--- config.mk ---
export PLATFORM = sky130hd
export DESIGN_NAME = ext_uart
export DESIGN_NICKNAME = d
export VERILOG_FILES = /design/src/rtl/ext_uart_pkg.sv /design/src/rtl/ext_uart_fifo.sv /design/src/rtl/ext_uart.sv
export SDC_FILE = /design/constraint.sdc
export NUM_CORES = 1
export LEC_CHECK = 0
export BUFFER_PORTS_ARGS = -buffer_cell sky130_fd_sc_hd__buf_2
export CAP_MARGIN = 40
export CORE_MARGIN = 4
export CORE_UTILIZATION = 40
export DETAILED_ROUTE_END_ITERATION = 10
export HOLD_SLACK_MARGIN = 0.1
export PLACE_DENSITY_LB_ADDON = 0.08
export REMOVE_ABC_BUFFERS = 1
export SLEW_MARGIN = 10
export SYNTH_ARGS = -nofsm -noshare
export SYNTH_HDL_FRONTEND = slang
export SYNTH_HIERARCHICAL = 1
export SYNTH_SLANG_ARGS = --single-unit
--- constraint.sdc ---
create_clock -name i_clk -period 5.25 [get_ports i_clk]
set_input_delay 0.525 -clock i_clk [delete_from_list [all_inputs] [get_ports i_clk]]
set_output_delay 0.525 -clock i_clk [all_outputs]
set_load 0.02 [all_outputs]
--- src/rtl/ext_uart_pkg.sv ---
// Shared register offsets, status bit positions and FSM encodings for ext_uart.
package ext_uart_pkg;

  localparam logic [1:0] REG_DATA   = 2'd0;
  localparam logic [1:0] REG_STATUS = 2'd1;
  localparam logic [1:0] REG_DIV    = 2'd2;
  localparam logic [1:0] REG_CTRL   = 2'd3;

  localparam int unsigned ST_RX_VALID     = 0;
  localparam int unsigned ST_TX_FULL      = 1;
  localparam int unsigned ST_TX_EMPTY     = 2;
  localparam int unsigned ST_RX_OVERRUN   = 3;
  localparam int unsigned ST_RX_FRAME_ERR = 4;
  localparam int unsigned ST_W            = 5;

  localparam logic [15:0] DIV_MIN = 16'd2;

  typedef enum logic [1:0] {TX_IDLE, TX_START, TX_DATA, TX_STOP} tx_state_e;
  typedef enum logic [1:0] {RX_IDLE, RX_START, RX_DATA, RX_STOP} rx_state_e;

  function automatic logic [15:0] clamp_div(input logic [15:0] d);
    return (d < DIV_MIN) ? DIV_MIN : d;
  endfunction

endpackage

--- src/rtl/ext_uart_fifo.sv ---
// Synchronous first-word-fall-through FIFO; a pop frees room for a same-cycle push.
module ext_uart_fifo #(
  parameter int unsigned WIDTH = 8,
  parameter int unsigned DEPTH = 16
) (
  input  logic             clk_i,
  input  logic             rst_i,
  input  logic             push_i,
  input  logic [WIDTH-1:0] din_i,
  input  logic             pop_i,
  output logic             full_o,
  output logic             empty_o,
  output logic [WIDTH-1:0] dout_o
);

  localparam int unsigned AW = $clog2(DEPTH);

  logic [WIDTH-1:0] mem_q [DEPTH];
  logic [AW-1:0]    wr_ptr_q, rd_ptr_q;
  logic [AW:0]      count_q;
  logic             do_push, do_pop;

  assign empty_o = (count_q == '0);
  assign full_o  = (count_q == (AW+1)'(DEPTH));
  assign dout_o  = mem_q[rd_ptr_q];
  assign do_pop  = pop_i & ~empty_o;
  assign do_push = push_i & (~full_o | do_pop);

  always_ff @(posedge clk_i or posedge rst_i) begin
    if (rst_i) begin
      wr_ptr_q <= '0;
      rd_ptr_q <= '0;
      count_q  <= '0;
    end else begin
      if (do_push) wr_ptr_q <= wr_ptr_q + AW'(1);
      if (do_pop)  rd_ptr_q <= rd_ptr_q + AW'(1);
      count_q <= count_q + (AW+1)'(do_push) - (AW+1)'(do_pop);
    end
  end

  always_ff @(posedge clk_i) begin
    if (do_push) mem_q[wr_ptr_q] <= din_i;
  end

endmodule

--- src/rtl/ext_uart.sv ---
// 8N1 UART responder on the external bus with TX/RX FIFOs and programmable divisor.
// Optional EXT_UART_LOOPBACK_EN adds CTRL.loop at offset 3 (TX shift output feeds RX).
module ext_uart
  import ext_uart_pkg::*;
#(
  parameter int unsigned FIFO_DEPTH  = 16,
  parameter logic [15:0] DEFAULT_DIV = 16'd434
) (
  input  logic        i_clk,
  input  logic        i_rst,
  input  logic [15:0] i_addr,
  input  logic        i_stb,
  input  logic [3:0]  i_we,
  input  logic [31:0] i_dat_w,
  output logic        o_ack,
  output logic [31:0] o_dat_r,
  input  logic        i_rx,
  output logic        o_tx
);

  logic        ack_q;
  logic [31:0] dat_r_q, dat_r_d;
  logic [15:0] div_q, div_d;
  logic        ovr_q, ovr_d, ferr_q, ferr_d;
  logic        acc, rd;
  logic [1:0]  sel;
  logic        tx_push, rx_pop, clr_sticky;
  logic [ST_W-1:0] status;

  logic        txf_full, txf_empty, rxf_full, rxf_empty;
  logic [7:0]  txf_dout, rxf_dout;

  tx_state_e   tx_state_q, tx_state_d;
  logic [15:0] tx_cnt_q, tx_cnt_d, tx_div_q, tx_div_d;
  logic [2:0]  tx_bit_q, tx_bit_d;
  logic [7:0]  tx_shift_q, tx_shift_d;
  logic        tx_line_q, tx_line_d, tx_pop, tx_last;

  rx_state_e   rx_state_q, rx_state_d;
  logic [15:0] rx_cnt_q, rx_cnt_d, rx_div_q, rx_div_d;
  logic [2:0]  rx_bit_q, rx_bit_d;
  logic [7:0]  rx_shift_q, rx_shift_d;
  logic        rx_meta_q, rx_sync_q, rx_prev_q, rx_src;
  logic        rx_push, ferr_set, ovr_set, rx_bit_end, rx_half_end;

  logic        unused_bits;
  assign unused_bits = ^{i_addr[15:4], i_addr[1:0], i_we[3:2], i_dat_w[31:16]};

`ifdef EXT_UART_LOOPBACK_EN
  logic loop_q, loop_d, tx_pin_q;
  assign rx_src = loop_q ? tx_line_q : i_rx;
  assign o_tx   = tx_pin_q;
`else
  assign rx_src = i_rx;
  assign o_tx   = tx_line_q;
`endif

  assign o_ack   = ack_q;
  assign o_dat_r = dat_r_q;
  assign acc     = i_stb & ~ack_q;
  assign rd      = (i_we == 4'd0);
  assign sel     = i_addr[3:2];
  assign status  = {ferr_q, ovr_q, txf_empty & (tx_state_q == TX_IDLE), txf_full, ~rxf_empty};

  // Register decode; every side effect is qualified by the ack-setting cycle.
  always_comb begin
    tx_push    = 1'b0;
    rx_pop     = 1'b0;
    clr_sticky = 1'b0;
    div_d      = div_q;
    dat_r_d    = '0;
`ifdef EXT_UART_LOOPBACK_EN
    loop_d     = loop_q;
`endif
    if (acc) begin
      case (sel)
        REG_DATA: begin
          if (rd) begin
            rx_pop  = ~rxf_empty;
            dat_r_d = rxf_empty ? 32'd0 : {24'd0, rxf_dout};
          end else if (i_we[0]) begin
            tx_push = 1'b1;
          end
        end
        REG_STATUS: begin
          if (rd) begin
            dat_r_d    = 32'(status);
            clr_sticky = 1'b1;
          end
        end
        REG_DIV: begin
          if (rd) dat_r_d = {16'd0, div_q};
          else    div_d   = clamp_div({i_we[1] ? i_dat_w[15:8] : div_q[15:8],
                                       i_we[0] ? i_dat_w[7:0]  : div_q[7:0]});
        end
        REG_CTRL: begin
`ifdef EXT_UART_LOOPBACK_EN
          if (rd)           dat_r_d = {31'd0, loop_q};
          else if (i_we[0]) loop_d  = i_dat_w[0];
`endif
        end
        default: ;
      endcase
    end
  end

  // A new error event wins over a same-cycle clear so it is never lost.
  assign ovr_set = rx_push & rxf_full & ~rx_pop;
  assign ovr_d   = (ovr_q & ~clr_sticky) | ovr_set;
  assign ferr_d  = (ferr_q & ~clr_sticky) | ferr_set;

  assign tx_last = (tx_cnt_q == tx_div_q - 16'd1);

  always_comb begin
    tx_state_d = tx_state_q;
    tx_cnt_d   = tx_cnt_q + 16'd1;
    tx_bit_d   = tx_bit_q;
    tx_shift_d = tx_shift_q;
    tx_div_d   = tx_div_q;
    tx_line_d  = tx_line_q;
    tx_pop     = 1'b0;
    unique case (tx_state_q)
      TX_IDLE: begin
        tx_cnt_d  = '0;
        tx_line_d = 1'b1;
        if (!txf_empty) begin
          tx_pop     = 1'b1;
          tx_shift_d = txf_dout;
          tx_div_d   = div_q;
          tx_state_d = TX_START;
          tx_line_d  = 1'b0;
        end
      end
      TX_START: if (tx_last) begin
        tx_cnt_d   = '0;
        tx_bit_d   = '0;
        tx_state_d = TX_DATA;
        tx_line_d  = tx_shift_q[0];
      end
      TX_DATA: if (tx_last) begin
        tx_cnt_d = '0;
        if (tx_bit_q == 3'd7) begin
          tx_state_d = TX_STOP;
          tx_line_d  = 1'b1;
        end else begin
          tx_bit_d   = tx_bit_q + 3'd1;
          tx_shift_d = {1'b0, tx_shift_q[7:1]};
          tx_line_d  = tx_shift_q[1];
        end
      end
      TX_STOP: if (tx_last) begin
        tx_cnt_d = '0;
        if (!txf_empty) begin
          tx_pop     = 1'b1;
          tx_shift_d = txf_dout;
          tx_div_d   = div_q;
          tx_state_d = TX_START;
          tx_line_d  = 1'b0;
        end else begin
          tx_state_d = TX_IDLE;
          tx_line_d  = 1'b1;
        end
      end
      default: ;
    endcase
  end

  assign rx_bit_end  = (rx_cnt_q == rx_div_q - 16'd1);
  assign rx_half_end = (rx_cnt_q == {1'b0, rx_div_q[15:1]} - 16'd1);

  always_comb begin
    rx_state_d = rx_state_q;
    rx_cnt_d   = rx_cnt_q + 16'd1;
    rx_bit_d   = rx_bit_q;
    rx_shift_d = rx_shift_q;
    rx_div_d   = rx_div_q;
    rx_push    = 1'b0;
    ferr_set   = 1'b0;
    unique case (rx_state_q)
      RX_IDLE: begin
        rx_cnt_d = '0;
        if (rx_prev_q & ~rx_sync_q) begin
          rx_div_d   = div_q;
          rx_state_d = RX_START;
        end
      end
      RX_START: if (rx_half_end) begin
        rx_cnt_d   = '0;
        rx_bit_d   = '0;
        rx_state_d = rx_sync_q ? RX_IDLE : RX_DATA;
      end
      RX_DATA: if (rx_bit_end) begin
        rx_cnt_d   = '0;
        rx_shift_d = {rx_sync_q, rx_shift_q[7:1]};
        if (rx_bit_q == 3'd7) rx_state_d = RX_STOP;
        else                  rx_bit_d   = rx_bit_q + 3'd1;
      end
      RX_STOP: if (rx_bit_end) begin
        rx_cnt_d   = '0;
        rx_state_d = RX_IDLE;
        if (rx_sync_q) rx_push  = 1'b1;
        else           ferr_set = 1'b1;
      end
      default: ;
    endcase
  end

  always_ff @(posedge i_clk or posedge i_rst) begin
    if (i_rst) begin
      ack_q      <= 1'b0;
      dat_r_q    <= '0;
      div_q      <= DEFAULT_DIV;
      ovr_q      <= 1'b0;
      ferr_q     <= 1'b0;
      tx_state_q <= TX_IDLE;
      tx_cnt_q   <= '0;
      tx_div_q   <= DEFAULT_DIV;
      tx_bit_q   <= '0;
      tx_shift_q <= '0;
      tx_line_q  <= 1'b1;
      rx_state_q <= RX_IDLE;
      rx_cnt_q   <= '0;
      rx_div_q   <= DEFAULT_DIV;
      rx_bit_q   <= '0;
      rx_shift_q <= '0;
      rx_meta_q  <= 1'b1;
      rx_sync_q  <= 1'b1;
      rx_prev_q  <= 1'b1;
`ifdef EXT_UART_LOOPBACK_EN
      loop_q     <= 1'b0;
      tx_pin_q   <= 1'b1;
`endif
    end else begin
      ack_q      <= i_stb & ~ack_q;
      dat_r_q    <= dat_r_d;
      div_q      <= div_d;
      ovr_q      <= ovr_d;
      ferr_q     <= ferr_d;
      tx_state_q <= tx_state_d;
      tx_cnt_q   <= tx_cnt_d;
      tx_div_q   <= tx_div_d;
      tx_bit_q   <= tx_bit_d;
      tx_shift_q <= tx_shift_d;
      tx_line_q  <= tx_line_d;
      rx_state_q <= rx_state_d;
      rx_cnt_q   <= rx_cnt_d;
      rx_div_q   <= rx_div_d;
      rx_bit_q   <= rx_bit_d;
      rx_shift_q <= rx_shift_d;
      rx_meta_q  <= rx_src;
      rx_sync_q  <= rx_meta_q;
      rx_prev_q  <= rx_sync_q;
`ifdef EXT_UART_LOOPBACK_EN
      loop_q     <= loop_d;
      tx_pin_q   <= tx_line_d | loop_q;
`endif
    end
  end

  ext_uart_fifo #(.WIDTH(8), .DEPTH(FIFO_DEPTH)) u_tx_fifo (
    .clk_i(i_clk), .rst_i(i_rst), .push_i(tx_push), .din_i(i_dat_w[7:0]),
    .pop_i(tx_pop), .full_o(txf_full), .empty_o(txf_empty), .dout_o(txf_dout)
  );

  ext_uart_fifo #(.WIDTH(8), .DEPTH(FIFO_DEPTH)) u_rx_fifo (
    .clk_i(i_clk), .rst_i(i_rst), .push_i(rx_push), .din_i(rx_shift_q),
    .pop_i(rx_pop), .full_o(rxf_full), .empty_o(rxf_empty), .dout_o(rxf_dout)
  );

endmodule
* Word level (Yosys, flattened, before mapping) *
Memory sizes are Yosys's and may differ from the RTL's.
Index checks and enable logic that the tools add are counted.

word-level totals
  memories kept = 2
  output and inout bits = 34
  memory bits (writable) = 256
  bits in registers = 171
  word-level logic and storage cells = 189

cells by class
  eq/ne operators = 27
  reduce and logical (&&, ||, !) cells = 22
  muxes and demuxes = 73
  $add $sub $neg = 15
  magnitude comparators = 1
  bitwise gates (word level) = 24

memory list
  memory           words  width  rd ports  clocked after memory_dff  wr ports  line                 RTL
  u_rx_fifo.mem_q  16     8      1         0                         1         ext_uart_fifo.sv:18  logic [WIDTH-1:0] mem_q [DEPTH];
  u_tx_fifo.mem_q  16     8      1         0                         1         ext_uart_fifo.sv:18

operators by type and width
  cell                     number
  $mux W16                 8
  $pmux W16 S3             2
  $mux W8                  8
  $pmux W16 S2             2
  $eq A16 B16 Y1           3
  $add A16 B1 Y16 const B  2
  $sub A16 B1 Y16 const B  2
  $mux W1                  28
  $ne A2 B2 Y1 const B     12
  $pmux W8 S3              1
  $mux W2                  11
  $mux W3                  6
  $add A4 B1 Y4 const B    4
  $lt A16 B2 Y1 const B    1
  $pmux W2 S4              2
  $sub A15 B1 Y16 const B  1
  $pmux W3 S2              2
  $reduce_and A4 Y1        3
  $and A1 B1 Y1            11
  $add A5 B1 Y5            2
  $eq A2 B2 Y1 const B     5
  $eq A5 B5 Y1 const B     2
  $logic_not A5 Y1         2
  $reduce_and A5 Y1        2
  17 further kinds         40

* Depth between registers and ports, before layout *
Gate-level depths: netlist (run 1).

  depth in word-level cells = 10
  mapped depth = 21
  gate-level depth less buffers = 19

* Modules after synthesis *
Netlist (run 1), hierarchy kept.

modules (own cells, without submodules)
  module         cells an instance  area each (um^2)  times used
  ext_uart_fifo  320                5825.6            2
  ext_uart       742                7484.7            1

* Worst setup path before layout (run 1) *
OpenSTA, ideal clock, no wires.

  path type = register -> register
  start point = register tx_div_q[0]
  end point = register u_tx_fifo.count_q[4]
  arrival = 4068 ps
  cell stages (with the launch flop) = 22
  setup slack = 1059 ps
  period minus slack after synthesis = 4191 ps
  path through = dfrtp_1 -> inv_1 -> ha_1 -> nor3b_1 -> clkbuf_1 -> nand2_1 -> nor4b_1 -> o31ai_2 -> a2111oi_4 -> a21oi_1 -> nor3_1 -> o21a_1 -> buf_2 -> inv_1 -> ha_1 -> inv_1 -> ha_1 -> fa_1 -> a21oi_1 -> nor2_1 -> nor2_1 -> xnor2_1

between the ends
  cells in the longest elaborated chain, start to end = 9

ends and longest elaborated chain
  element                 line                 RTL
  from (decl)             ext_uart.sv:34       logic [15:0] tx_cnt_q, tx_cnt_d, tx_div_q, tx_div_d;
  from (signal assigned)  ext_uart.sv:241      tx_div_q <= tx_div_d;
  $sub A16 B1 Y16 (*)     ext_uart.sv:112      assign tx_last = (tx_cnt_q == tx_div_q - 16'd1);
  $eq A16 B16 Y1 (*)      ext_uart.sv:112
  $mux W1 (*)             ext_uart.sv:151      TX_STOP: if (tx_last) begin
  $pmux W1 S2 (*)         ext_uart.sv:122      unique case (tx_state_q)
  named net tx_pop        ext_uart.sv:37       logic tx_line_q, tx_line_d, tx_pop, tx_last;
  $and A1 B1 Y1 (*)       ext_uart_fifo.sv:26  assign do_pop = pop_i & ~empty_o;
  $or A1 B1 Y1            ext_uart_fifo.sv:27  assign do_push = push_i & (~full_o | do_pop);
  $and A1 B1 Y1           ext_uart_fifo.sv:27
  $add A5 B1 Y5           ext_uart_fifo.sv:37  count_q <= count_q + (AW+1)'(do_push) - (AW+1)'(do_pop);
  $sub A5 B1 Y5 (*)       ext_uart_fifo.sv:37
  to (signal assigned)    ext_uart_fifo.sv:37
  to (decl)               ext_uart_fifo.sv:20  logic [AW:0] count_q;

Mark *: on every way through the listed nets, which the timed path passes. The rest lies on a longest branch.
A chain may end at the register's enable or synchronous reset.

* Worst setup path in the final report (run 1) *
  start point = register tx_div_q[2]
  end point = register u_tx_fifo.count_q[4]

The elaborated chain is that of the path after synthesis.

==> results.md, run 1 <==
Timing:
- Setup repair after global routing left no endpoint under its margin.
- The least setup slack across all paths after layout is 0.6017 ns.
- Setup violations remaining at the end of the flow were counted as 0.
- The post-route fraction of the period consumed by the critical path is 88.54%.
- Adding up every negative setup slack in the final design gives 0 ns.
- The count of final max-slew check failures came to 0.
- The transition time of the tightest slew-check pin is 0.8972 ns.
- Derived from the worst setup path, the maximum achievable clock frequency is between 200 and 250 MHz.
- The final number of hold-violating endpoints is 0.
- The clock skew is 0.01304 ns.
- The time the worst path needs with I/O delays and setup is ~4.6 ns.
- In this run the tightest slew margin relative to its limit is 39.96%.

Placement:
- The last weighted congestion value of the routability-driven placer is 0.7960.
- The count of port buffers added during placement is 43.
- The detailed-placement wirelength estimate is just under 30 mm.
- The worst setup timing slack at the placement stage is roughly 0.51 ns.
- The cell count after placement is 2000.

Logic synthesis:
- The largest total area in the synthesized netlist belongs to edfxtp_1.
- The part of the Yosys area used for sequential elements is 60.57%.
- Counting distinct cell types in the post-synthesis netlist gives 78.
- The area share of the leading cell type in the synthesized netlist is 40.17%.
- The synthesis-stage register bit count is approximately 410.
- In this run the mean area of a mapped cell was about 14 sq um.
- In the synthesized netlist, the cells that appear most often are edfxtp_1, dfrtp_1, nor2_1, nand2_1, xnor2_1.
- In the post-synthesis netlist, the cell with the most instances is edfxtp_1.
- The number of warning messages in the yosys log is 6.
- The number of instances in the synthesized netlist is 1382.
- In the synthesized netlist the dominant register cell turns out to be edfxtp_1.
- The synthesized area is 19140 sq um.
- Ranked by total cell area, the synthesized netlist is headed by edfxtp_1, dfrtp_1, mux4_2, mux2_2, mux2i_1.
- The proportion of register bits with asynchronous set or reset after synthesis is 37.71%.
- In this run, synthesis inferred 256 flip-flops with an integrated enable.

Run:
- Across the run, the number of max-cap violations was 0.

GRT:
- Global routing finished with a remaining overflow of 0.
- The number of global-route vias before repair is approximately 11000.
- The number of antenna violations at the first check in global routing came to 0.
- Entering global routing, the biggest net connects 89 pins.
- For this run, the total global-route usage over all layers was measured as 16.83%.
- The wire length of the first global-routing pass is 66.46 mm.

Worst hold path:
- The path class of the tightest hold or removal check is in2reg.

Detailed routing:
- The number of DRC markers after the initial detailed-route iteration is 792.
- In the final routed layout, each cell accounts on average for 20.62 um.
- The final route contains 11060 vias.
- The routed design has 42.99 mm of wire.
- Using the TritonRoute via totals, the vias-per-cell ratio works out to 5.306.
- The pre-antenna-repair detailed-routing pass consisted of 5 iterations.
- After detailed routing, the number of remaining DRC violations is 0.
- The remaining number of nets flagged by the antenna check after routing is 0.

Critical path:
- The number of cell instances on the worst register-to-register path is 17.
- The cell family contributing the most delay on the critical path is simple AND/OR/NAND/NOR gates.
- The startpoint-to-endpoint class of the critical path is reg2reg.
- The startpoint of the worst setup timing path is tx_div_q[2].
- In this design, the stage delay of the slowest critical-path cell is just under 0.6 ns.
- The worst flop-to-flop path startpoint is tx_div_q[2].
- The end point of the critical path is u_tx_fifo/count_q[4].
- The signal on the critical path passes through or4_4 > nor4_4 > nor3b_1 > o21ai_1 > a2111oi_4 > a21oi_1 > nor3_1 > o21a_1 > inv_1 > ha_1 > inv_1 > ha_1 > fa_1 > a21oi_1 > nor2_1 > nor2_1 > xnor2_1.
- In this run the number of cells on the critical path is 17.
- The arrival time reported for the critical path endpoint is around 5.1 ns.
- The slowest stage of the critical path belongs to the cell or4_4.
- Setup slack on the worst reg-to-reg path comes out at 0.60 ns.
- The critical path data required time is approximately 5.7 ns.
- The kind of launch point of the worst setup path is a register.
- The endpoint of the worst-slack reg-to-reg timing path is u_tx_fifo/count_q[4].
- The critical path contains buffers and inverters numbering 2 combined.
- The largest fanout of any net on the critical path is 9.
- The type of destination of the critical path is a register.

Floorplan:
- The width of the chip is between 200 and 250 um.
- The number of placement rows is 79.
- The core footprint is around 47000 sq um.
- The count of boundary I/O pins is 90.
- The die covers 51400 sq um.
- The die is 226.7 um tall.
- Once the floorplan was initialized, standard cells occupied 40.76% of the core.

Clock network:
- The maximum buffer depth of the clock tree is 3.
- The cell chosen for the clock root is clkbuf_16.
- Clock-pin slew was measured on the worst setup and hold paths at 0.06 ns.
- The clock sink count is 411.
- The H-tree was split into 2 levels.
- The count of hold-fix buffers inserted at cts is 2.
- The number of gates given a new drive strength after cts is 0.
- The insertion delay to the later sink of the worst-skew pair is about 0.56 ns.
- The number of setup buffers added after CTS is 0.
- The number of buffers inserted during clock tree synthesis is 45.
- TritonCTS built the clock tree.

Pwr:
- Summed over all cells, the static leakage comes to 8.028 nW.
- In this run the power density over the cells is roughly 500 nW/um^2.
- IR analysis of the VDD net gives a maximum drop of between 0.2 and 0.3 mV.
- The total design power is 0.01052 W.

Cells and area:
- Cells fill a little under half of the core in the end.
- The number of filler instances in the final layout is 4164.
- Compared with the post-synthesis result, the final layout area differs by 12.29%.
- The antenna cell count is 0.
- The final layout net count is 1537.
- Once layout is complete, the cells apart from fillers number 2085.
- The layout cell share with drive strength beyond 1 is about a fifth.

Run status:
- The run finished with clean final reports.
[per-layer routing]
metal | share of wire (%) | routed length (um) | track usage, % | vias to the layer above
li1 | - | - | - | 5267
met2 | 47 | 20200 | 26.53 | 141
met3 | 2.9 | 1235 | 2.499 | 56
met1 | 48 | 20570 | 24.47 | 5600
met4 | 2.3 | 984 | 4.753 | 0
met5 | 0 | 0 | 0 | -
[cells by family (layout without fill, tap and decap cells)]
group                    Yosys count  after routing  share of synthesized area [%]
AO/OA/AOI/OAI                    180            180                          7.408
XOR/XNOR                         105            105                          4.806
adder cells (fa/ha/maj)           39             39                          2.628
buffers and inverters            132            213                          3.877
flip-flops                       411            411                          60.57
multiplexers                     164            164                          11.10
other                              1             16                        0.01960
AND/OR/NAND/NOR                  350            350                          9.599
[worst reg2reg max path: cells and delay by family (launching register included)]
kind,cells,cell delay [ns]
AOI/OAI and AO/OA,5,1.40
xor gates and xnor gates,1,0.13
adders and majority gates,3,0.93
buffers and inverters,2,0.12
DFF,1,0.44
and+or+nand+nor,6,1.55
[power by group]
group	total, W	leakage (nW)	switching [W]	internal (W)
Sequential	0.00436	4.24	0.000561	0.00380
Combinational	0.00292	3.02	0.00154	0.00138
Clock	0.00324	0.761	0.00127	0.00196
Total	0.0105	8.03	0.00337	0.00715
[state kept, by name, indices dropped and copies added, names as in the netlist, 2 cells and up, named ones only]
| name | flops |
|---|---|
| tx_shift_q | 8 |
| u_rx_fifo/wr_ptr_q | 4 |
| u_rx_fifo/count_q | 5 |
| div_q | 16 |
| tx_state_q | 2 |
| rx_shift_q | 8 |
| u_tx_fifo/mem_q | 128 |
| u_rx_fifo/rd_ptr_q | 4 |
| tx_div_q | 16 |
| rx_cnt_q | 16 |
| u_rx_fifo/mem_q | 128 |
| u_tx_fifo/count_q | 5 |
| rx_div_q | 16 |
| o_dat_r | 16 |
| tx_bit_q | 3 |
| tx_cnt_q | 16 |
| u_tx_fifo/rd_ptr_q | 4 |
| rx_bit_q | 3 |
| u_tx_fifo/wr_ptr_q | 4 |
[area by class of cell]
class | instances | area (sq um) | area share [%]
clock buffers | 70 | 1384 | 6.440
flip-flops and latches | 411 | 11590 | 53.95
inverters | 46 | 177.7 | 0.8269
repair buffers | 84 | 555.5 | 2.585
clock inverters | 13 | 151.4 | 0.7046
well taps | 607 | 759.5 | 3.535
multi-input cells | 854 | 6867 | 31.96
[stage by stage]
step / area, sq um / hold slack (ns)
after CTS: 21490 / 0.1809
final: 21490 / 0.2170
after global placement: 19870 / 0.3537
after detailed placement: 19930 / 0.3562
after floorplan: 18620 / 0.3452
after global routing: 21490 / 0.2024
[cells in the final DEF (no fill, tap or decap), types with 8 or more instances in the layout]
cell type  count
edfxtp_1     256
dfrtp_1      134
nor2_1        95
nand2_1       73
xnor2_1       70
mux2i_1       67
mux2_2        63
clkbuf_16     48
inv_1         45
buf_2         43
o21ai_0       39
ha_1          37
buf_4         36
xor2_1        35
nand3_1       32
mux4_2        32
nor3_1        29
a22oi_1       22
a21oi_1       20
dfstp_2       19
a221oi_2      18
conb_1        16
and3_1        15
a221oi_1      15
nor4_1        14
nor2b_1       14
nand2b_1      12
clkbuf_1      12
a31oi_1       11
o211ai_1      10
nand4_1       10
clkbuf_8      10
or3_1          8
or4_1          8
[worst min-delay path by stage]
stage,slack [ns],to,from,cells past startpoint
floorplan,0.35,rx_sync_q,rx_meta_q,0
global placement,0.35,rx_sync_q,rx_meta_q,0
detailed placement,0.36,rx_sync_q,rx_meta_q,0
CTS,0.18,div_q[15],i_dat_w[15],2
global route,0.20,div_q[15],i_dat_w[15],2
finish,0.22,div_q[11],i_dat_w[11],2
Note: power is estimated with default switching activity, not from simulation.
==> inputs of run 2 (changes only) <==
--- a/config.mk
+++ b/config.mk
@@ -5,6 +5,7 @@
 export SDC_FILE = /design/constraint.sdc
 export NUM_CORES = 1
 export LEC_CHECK = 0
+export ABC_AREA = 1
 export BUFFER_PORTS_ARGS = -buffer_cell sky130_fd_sc_hd__buf_2
 export CAP_MARGIN = 40
 export CORE_MARGIN = 4
==> run 2 against run 1 <==
Effect of this change: global-route usage is 1.0 points higher; die area increased by 7.1%; fmax grew 8.0%; critical path depth rose by 4; utilization down 0.80 points; largest cell class unchanged; clock skew down 0.00089 ns; wire length rose by 14%; largest power group unchanged; critical endpoint is now u_rx_fifo/count_q[4].
==> results.md, run 2 <==
Run status:
- Run status: finished, final reports clean (unchanged).

Clock network:
- The number of gates given a new drive strength after cts is 0 (unchanged).
- The clock-pin slew of the registers on the worst-case setup and hold paths is 0.06 ns (about the same).
- The insertion delay to the later sink of the worst-skew pair is 0.56 ns (about the same).
- The clock sink count was 411 (unchanged).
- The maximum buffer depth of the clock tree is 3 (unchanged).
- The number of buffers inserted during clock tree synthesis is 45 (unchanged).
- The cell chosen for the clock root is clkbuf_16 (unchanged).
- The clock tree from TritonCTS is done (unchanged).
- The depth of the CTS H-tree is 2 (unchanged).

Logic synthesis:
- The synthesis-stage register bit count is 411 (unchanged).
- The number of warning messages in the yosys log is 6 (unchanged).
- The number of distinct library cells after synthesis is 46 (was 78).
- The area share of the leading cell type in the synthesized netlist is 37.41% (was 40.17%).
- The number of synthesized flops with an enable pin came to 256 (unchanged).
- The number of instances in the synthesized netlist is 2337 (was 1382).
- Synth cell count leaders: nand2_1, edfxtp_1, inv_1, nor2_1, nand3_1 (was edfxtp_1, dfrtp_1, nor2_1, nand2_1, xnor2_1).
- The part of the Yosys area used for sequential elements is 56.41% (was 60.57%).
- The most common flop cell mapped by yosys is edfxtp_1 (unchanged).
- Largest cells by area after synthesis: edfxtp_1, dfrtp_1, nand2_1, nand3_1, inv_1 (was edfxtp_1, dfrtp_1, mux4_2, mux2_2, mux2i_1).
- The synthesized area per cell is 8.792 sq um (was 13.85 sq um).
- The most repeated cell in the gate-level netlist after synthesis was nand2_1 (was edfxtp_1).
- The synthesized area is 20550 sq um (was 19140 sq um).
- The proportion of register bits with asynchronous set or reset after synthesis was 37.71% (unchanged).
- The most area-hungry cell type in the Yosys netlist is edfxtp_1 (unchanged).

Floorplan:
- The area of the die was 55060 sq um (was 51400 sq um).
- The count of boundary I/O pins was 90 (unchanged).
- The starting density of the core is 40.70% (was 40.76%).
- The width of the chip is 234.6 um (was 226.7 um).
- The die outline height is 234.6 um (was 226.7 um).
- The core footprint is 50480 sq um (was 46950 sq um).
- The number of placement rows is 82 (was 79).

Detailed routing:
- The detailed-route wire length is 49.04 mm (was 42.99 mm).
- The final routed DRC violation total was 0 (unchanged).
- The average via count per standard cell is 4.764 (was 5.306).
- The top layer reached by signal wires is met4 (unchanged).
- The vias after detailed routing is 14680 (was 11060).
- The wire length on met1 is 23.30 mm (was 20.57 mm).
- The remaining number of nets flagged by the antenna check after routing is 0 (unchanged).
- The amount of wire on met2 after detailed routing is 22.52 mm (was 20.20 mm).
- The number of DRC markers after the initial detailed-route iteration came to 1105 (was 792).
- The met3 wire length was 1.968 mm (was 1.235 mm).
- The first-pass iteration count of the detailed router is 5 (unchanged).
- The average wire length per cell after detail routing is 15.91 um (was 20.62 um).

Cells and area:
- The post-route non-filler standard cell count was 3082 (was 2085).
- The area of the multi-input gates is 7531 sq um (was 6867 sq um).
- The layout cell share with drive strength beyond 1 is 9.049% (was 20.84%).
- Largest registers: u_rx_fifo/mem_q (128), u_tx_fifo/mem_q (128) (unchanged).
- The synthesis-to-layout area growth is 10.46% (was 12.29%).
- Commonest cells after routing, fill and taps aside: nand2_1, edfxtp_1, inv_1 (was edfxtp_1, dfrtp_1, nor2_1).
- The most common library cell in the layout ignoring fill and taps is nand2_1 (was edfxtp_1).
- The storage element area is 11590 sq um (unchanged).
- The final layout net count is 2470 (was 1537).
- The number of filler instances in the final layout was 4988 (was 4164).

Critical path:
- The type of destination of the critical path was a register (unchanged).
- The number of cell instances on the worst register-to-register path is 21 (was 17).
- The arrival time reported for the critical path endpoint is 4.75 ns (was 5.14 ns).
- The kind of launch point of the worst setup path was a register (unchanged).
- The critical path data required time is 5.70 ns (was 5.74 ns).
- The startpoint-to-endpoint class of the critical path is reg2reg (unchanged).
- The largest fanout of any net on the critical path is 16 (was 9).

Timing:
- The worst-case headroom to the max-slew limit is 42.39% (was 39.96%).
- RSZ-0062 raised after global routing: no (unchanged).
- The post-route fraction of the period consumed by the critical path is 81.94% (was 88.54%).
- The worst slack on hold paths came to 0.3168 ns (was 0.2170 ns).
- The time the worst path needs with I/O delays and setup is 4.302 ns (was 4.648 ns).
- The final sum of negative setup slack is 0 ns (unchanged).
- The peak clock frequency supported by timing is 232.4 MHz (was 215.1 MHz).
- The final number of hold-violating endpoints is 0 (unchanged).
- The transition time of the tightest slew-check pin is 0.8641 ns (was 0.8972 ns).
- The count of endpoints failing setup in the final report is 0 (unchanged).
- The count of final max-slew check failures is 0 (unchanged).
- The clock skew is 0.01215 ns (was 0.01304 ns).

Pwr:
- The leakage power summed over all cells is 10.07 nW (was 8.028 nW).
- The maximum vdd drop was 0.2097 mV (was 0.2525 mV).
- The areal power density over the cells is 395.1 nW/um^2 (was 489.4 nW/um^2).
- The total design power is 0.008967 W (was 0.01052 W).

Worst hold path:
- The type of the worst min-delay path was in2reg (unchanged).
- The worst hold path stage count is 5 (was 2).

Placement:
- The cell count after placement is 2996 (was 2000).
- The count of port buffers added during placement is 43 (unchanged).
- The detailed-placement wirelength estimate is 33.12 mm (was 28.95 mm).
- The last weighted congestion value of the routability-driven placer came to 0.8387 (was 0.7960).

GRT:
- The number of antenna violations at the first check in global routing is 1 (was 0).
- The number of global-route vias before repair was 14340 (was 11030).
- The largest net degree at the start of global routing was 82 (was 89).
- The global-route total usage across every layer is 17.87% (was 16.83%).
- The wire length of the first global-routing pass is 79.56 mm (was 66.46 mm).
- The total overflow reported by the global router is 0 (unchanged).

Run:
- The number of violations of the max-capacitance limit is 0 (unchanged).
-- run 2: changes by cell type after synthesis, sizes merged, moves of 39 or more --
cell / previous run / this run
o21ai: 41 / 80
nor2: 95 / 260
mux2i: 67 / 0
nand3: 32 / 197
mux2: 65 / 0
inv: 46 / 259
nand2: 73 / 836
-- run 2: worst max-delay path, cell delays in order (launching register included) --
cell     delay (ns)
dfstp_2        0.56
inv_1          0.11
ha_1           0.28
nand2_2        0.18
inv_1          0.08
nand2_1        0.08
nand2_1        0.05
nand2_1        0.06
nand2_1        0.04
nor2_1         0.08
nand2_1        0.07
nor2_2         0.11
nand2_2        0.15
nor4_2         0.57
nand2_2        0.35
ha_1           0.39
inv_1          0.04
ha_1           0.23
fa_1           0.44
nand3_1        0.11
nand2_1        0.07
xor2_1         0.14
-- run 2: cell type report --
cell class	count	area share, %
clock buffer	64	5.496
clock inverter	17	0.4961
timing repair buffer	62	1.731
multi-input combinational	1596	33.18
inverter	259	4.305
antenna	1	0.01103
tap	672	3.705
sequential	411	51.08
-- run 2: power by group --
group / leakage (nW) / switching [W] / total, W / internal, W
Combinational: 5.07 / 0.00131 / 0.00199 / 0.000687
Sequential: 4.33 / 0.000296 / 0.00401 / 0.00371
Clock: 0.667 / 0.00127 / 0.00296 / 0.00170
-- run 2: cells by family (layout without fill, tap and decap cells) --
logic type / count (synthesis) / in the layout / synth area share, %
DFF: 411 / 411 / 56.41
buffers and inverters: 345 / 402 / 7.216
other: 1 / 17 / 0.01825
xor gates and xnor gates: 78 / 78 / 3.325
AOI/OAI and AO/OA: 121 / 121 / 3.227
and+or+nand+nor: 1342 / 1342 / 27.36
adders and majority gates: 39 / 39 / 2.448
-- run 2: timing repair --
item | 4_1_cts | 5_1_grt
buffers inserted | 0 | 0
endpoints found under the hold margin | 27 | 0
hold buffers | 2 | 0
-- run 2: routing by layer --
layer  global-route usage [%]  up-vias
li1                         -     7503
met1                    25.20     6873
met2                    29.20      234
met3                    2.310       73
met4                    5.084        0
met5                        0        -
-- run 2: through the flow --
stage	util, %	cell area, sq um	setup slack [ns]
after CTS	44.93	22680	0.8756
final	44.96	22700	0.9480
after global routing	44.96	22690	0.5138
after global placement	42.05	21220	0.9313
after floorplan	-	20090	1.315
after detailed placement	42.19	21300	0.9011
-- run 2: final timing paths --
kind	start	endpoint	slack [ns]
setup / recovery	rx_div_q[1]	u_rx_fifo/count_q[4]	0.95
hold / removal	i_dat_w[14]	div_q[14]	0.32
setup reg to reg	rx_div_q[1]	u_rx_fifo/count_q[4]	0.95
hold reg to reg	rx_meta_q	rx_sync_q	0.35
max in group asynchronous	i_rst	rx_shift_q[3]	3.40
min in group asynchronous	i_rst	u_tx_fifo/wr_ptr_q[1]	0.61
==> inputs of run 3 (changes only) <==
--- a/config.mk
+++ b/config.mk
@@ -5,7 +5,7 @@
 export SDC_FILE = /design/constraint.sdc
 export NUM_CORES = 1
 export LEC_CHECK = 0
-export ABC_AREA = 1
+export ABC_AREA = 0
 export BUFFER_PORTS_ARGS = -buffer_cell sky130_fd_sc_hd__buf_2
 export CAP_MARGIN = 40
 export CORE_MARGIN = 4
==> constraint.sdc (replaced) <==
create_clock -name i_clk -period 3.9 [get_ports i_clk]
set_input_delay 0.39 -clock i_clk [delete_from_list [all_inputs] [get_ports i_clk]]
set_output_delay 0.39 -clock i_clk [all_outputs]
set_load 0.02 [all_outputs]
==> run 3 against run 2 <==
Effect of this change: worst setup slack got worse by 0.94 ns; critical path depth fell by 2; die area fell by 6.6%; count of clock-buffer cells in the layout fell by 4; worst hold slack got worse by 0.053 ns; largest cell class unchanged.
==> results.md, run 3 (synthesized netlist as in run 1, its figures left out) <==
Floorplan:
- The area of the die came to 51400 sq um (was 55060 sq um).
- The starting density of the core came to 40.76% (was 40.70%).
- The width of the chip is 226.7 um (was 234.6 um).
- The count of boundary I/O pins came to 90 (unchanged).
- The number of placement rows is 79 (was 82).
- The die outline height is 226.7 um (was 234.6 um).
- The core footprint is 46950 sq um (was 50480 sq um).

Pwr:
- The switching share of power is 32.28% (was 32.01%).
- The part of the total power dissipated in combinational logic is 32.5% (was 22.2%).
- The net switching power came to 0.004759 W (was 0.002870 W).
- The internal power of the cells is 0.009985 W (was 0.006097 W).
- The total design power was 0.01474 W (was 0.008967 W).
- The maximum vdd drop was 0.3195 mV (was 0.2097 mV).
- The leakage power summed over all cells is 8.537 nW (was 10.07 nW).
- The fraction of power consumed by the clock network came to 28.6% (was 33.1%).
- The areal power density over the cells is 657.5 nW/um^2 (was 395.1 nW/um^2).
- The sequential fraction of design power is 38.8% (was 44.7%).

GRT:
- The wire length of the first global-routing pass came to 69.41 mm (was 79.56 mm).
- The number of global-route vias before repair came to 11660 (was 14340).
- The number of antenna violations at the first check in global routing was 0 (was 1).
- The total overflow reported by the global router is 0 (unchanged).
- The largest net degree at the start of global routing was 87 (was 82).
- The global-route total usage across every layer came to 17.50% (was 17.87%).

Worst hold path:
- The type of the worst min-delay path is in2reg (unchanged).

Critical path:
- The largest stage delay on the critical path is 0.58 ns (was 0.57 ns).
- The arrival time reported for the critical path endpoint is 4.38 ns (was 4.75 ns).
- The critical path data required time is 4.39 ns (was 5.70 ns).
- Cell chain of the critical path: or4_4 > buf_4 > nor3_2 > xnor2_1 > o2111ai_2 > a2111oi_4 > a21oi_1 > nor3_1 > buf_4 > o21a_1 > inv_1 > ha_1 > inv_1 > ha_2 > fa_2 > a21oi_2 > nor2_1 > nor2_1 > xnor2_1 (was inv_1 > ha_1 > nand2_2 > inv_1 > nand2_1 > nand2_1 > nand2_1 > nand2_1 > nor2_1 > nand2_1 > nor2_2 > nand2_2 > nor4_2 > nand2_2 > ha_1 > inv_1 > ha_1 > fa_1 > nand3_1 > nand2_1 > xor2_1).
- The startpoint-to-endpoint class of the critical path is reg2reg (unchanged).
- The largest fanout of any net on the critical path came to 3 (was 16).
- The kind of launch point of the worst setup path is a register (unchanged).
- The critical path's slowest cell is or4_4 (was nor4_2).
- The type of destination of the critical path is a register (unchanged).

Cells and area:
- The number of filler instances in the final layout came to 4140 (was 4988).
- Commonest cells after routing, fill and taps aside: edfxtp_1, dfrtp_1, buf_4 (was nand2_1, edfxtp_1, inv_1).
- The antenna cell count is 0 (was 1).
- Largest registers: u_rx_fifo/mem_q (128), u_tx_fifo/mem_q (128) (unchanged).
- The final layout net count is 1643 (was 2470).
- The most common library cell in the layout ignoring fill and taps was edfxtp_1 (was nand2_1).
- The synthesis-to-layout area growth is 17.19% (was 10.46%).
- The layout cell share with drive strength beyond 1 is 27.02% (was 9.049%).

Timing:
- The worst slack on hold paths came to 0.2633 ns (was 0.3168 ns).
- The count of final max-slew check failures is 0 (unchanged).
- The clock skew is 0.01373 ns (was 0.01215 ns).
- The worst-case headroom to the max-slew limit came to 40.05% (was 42.39%).
- The post-route fraction of the period consumed by the critical path is 99.70% (was 81.94%).
- The final number of hold-violating endpoints is 0 (unchanged).
- The transition time of the tightest slew-check pin is 0.8973 ns (was 0.8641 ns).
- The time the worst path needs with I/O delays and setup is 3.888 ns (was 4.302 ns).
- The peak clock frequency supported by timing is 257.2 MHz (was 232.4 MHz).
- The count of endpoints failing setup in the final report was 0 (unchanged).
- RSZ-0062 raised after global routing: yes (was no).
- The least setup slack across all paths after layout is 0.01179 ns (was 0.9480 ns).

Clock network:
- The insertion delay to the later sink of the worst-skew pair is 0.57 ns (was 0.56 ns).
- The depth of the CTS H-tree was 2 (unchanged).
- The clock sink count is 411 (unchanged).
- The number of buffers inserted during clock tree synthesis is 45 (unchanged).
- The clock-pin slew of the registers on the worst-case setup and hold paths was 0.06 ns (about the same).
- The cell chosen for the clock root is clkbuf_16 (unchanged).
- The maximum buffer depth of the clock tree is 3 (unchanged).
- The clock tree from TritonCTS was done (unchanged).

Detailed routing:
- The average via count per standard cell is 5.256 (was 4.764).
- The vias after detailed routing was 11520 (was 14680).
- The final routed DRC violation total is 0 (unchanged).
- The remaining number of nets flagged by the antenna check after routing is 0 (unchanged).
- The detailed-route wire length is 44.53 mm (was 49.04 mm).
- The first-pass iteration count of the detailed router is 5 (unchanged).
- The average wire length per cell after detail routing is 20.32 um (was 15.91 um).
- The number of DRC markers after the initial detailed-route iteration is 660 (was 1105).

Placement:
- The worst setup timing slack at the placement stage came to -0.3535 ns (was 0.9011 ns).
- The last weighted congestion value of the routability-driven placer came to 0.8138 (was 0.8387).
- The count of port buffers added during placement is 43 (unchanged).
- The detailed-placement wirelength estimate is 30.08 mm (was 33.12 mm).

Run:
- The number of violations of the max-capacitance limit is 0 (unchanged).

Run status:
- Run status: finished, final reports clean (unchanged).
==> run 3: cell types whose count changed in the layout (fill, tap and decap cells not counted), moves of 32 or more <==
cell and change:
nand2_1 -744, o21ai_0 -32, mux4_2 +32, nor2_1 -136
mux2i_1 +67, xnor2_1 +37, inv_1 -201, mux2_2 +63
buf_4 +119, nand3_1 -163
==> run 3: worst paths after layout <==
kind | start | endpoint | slack [ns] | depth (start not counted)
max reg2reg | tx_div_q[1] | u_tx_fifo/count_q[4] | 0.01 | 19
min | i_dat_w[0] | u_tx_fifo/mem_q[5][0] | 0.26 | 1
max in group asynchronous | i_rst | tx_div_q[8] | 2.49 | 5
min in group asynchronous | i_rst | o_dat_r[5] | 0.36 | 3
max | tx_div_q[1] | u_tx_fifo/count_q[4] | 0.01 | 19
min reg2reg | rx_meta_q | rx_sync_q | 0.36 | 0
==> run 3: worst max-delay path: cells and delay by family, from the launching register on <==
| kind | cells | cell delay, ns |
|---|---|---|
| AO/OA/AOI/OAI | 5 | 0.96 |
| XOR/XNOR | 2 | 0.30 |
| adder cells (fa/ha/maj) | 3 | 0.79 |
| buffers and inverters | 4 | 0.39 |
| flip-flops | 1 | 0.37 |
| AND/OR/NAND/NOR | 5 | 1.00 |
==> run 3: metal layers <==
metal / vias to the layer above / global-route usage [%] / part of all wire [%]
met4: 0 / 4.595 / 2.0
li1: 5474 / - / -
met1: 5828 / 25.46 / 48
met5: - / 0 / 0
met3: 54 / 2.486 / 3.3
met2: 160 / 27.82 / 47
==> run 3: layout make-up <==
cell class	instances	area (sq um)	area share (%)
multi-input cells	854	7036	31.37
flip-flops and latches	411	11590	51.69
clock buffers	60	1254	5.591
repair buffers	190	1390	6.199
well taps	607	759.5	3.387
clock inverters	23	216.5	0.9652
inverters	46	177.7	0.7923
==> run 3: power by group through the flow <==
stage,combinational [W],clock (W),sequential [W]
3_5_place_dp,0.00453,0,0.00579
3_3_place_gp,0.00448,0,0.00578
2_1_floorplan,0.00298,0,0.00582
4_1_cts,0.00470,0.00435,0.00572
6_report,0.00480,0.00422,0.00572
5_1_grt,0.00527,0.00454,0.00581
==> run 3: repair_timing <==
action,4_1_cts,5_1_grt
hold buffers,10,0
setup buffers,8,8
pin swaps,17,12
hold endpoints to repair,104,0
resized for setup,22,15
gates cloned,1,0
setup endpoints to repair,6,16
==> run 3: per-stage QoR <==
step                      utilization [%]  instance area, sq um  cells  TNS [ns]
after CTS                           47.40                 22260   2182  -0.06463
after global routing                47.76                 22430   2191   -0.6332
after floorplan                         -                 18620   1311    -14.82
after detailed placement            43.73                 20530   2080   -0.8987
after global placement              43.71                 20520   2079   -0.5102
final                               47.76                 22430   2191         0
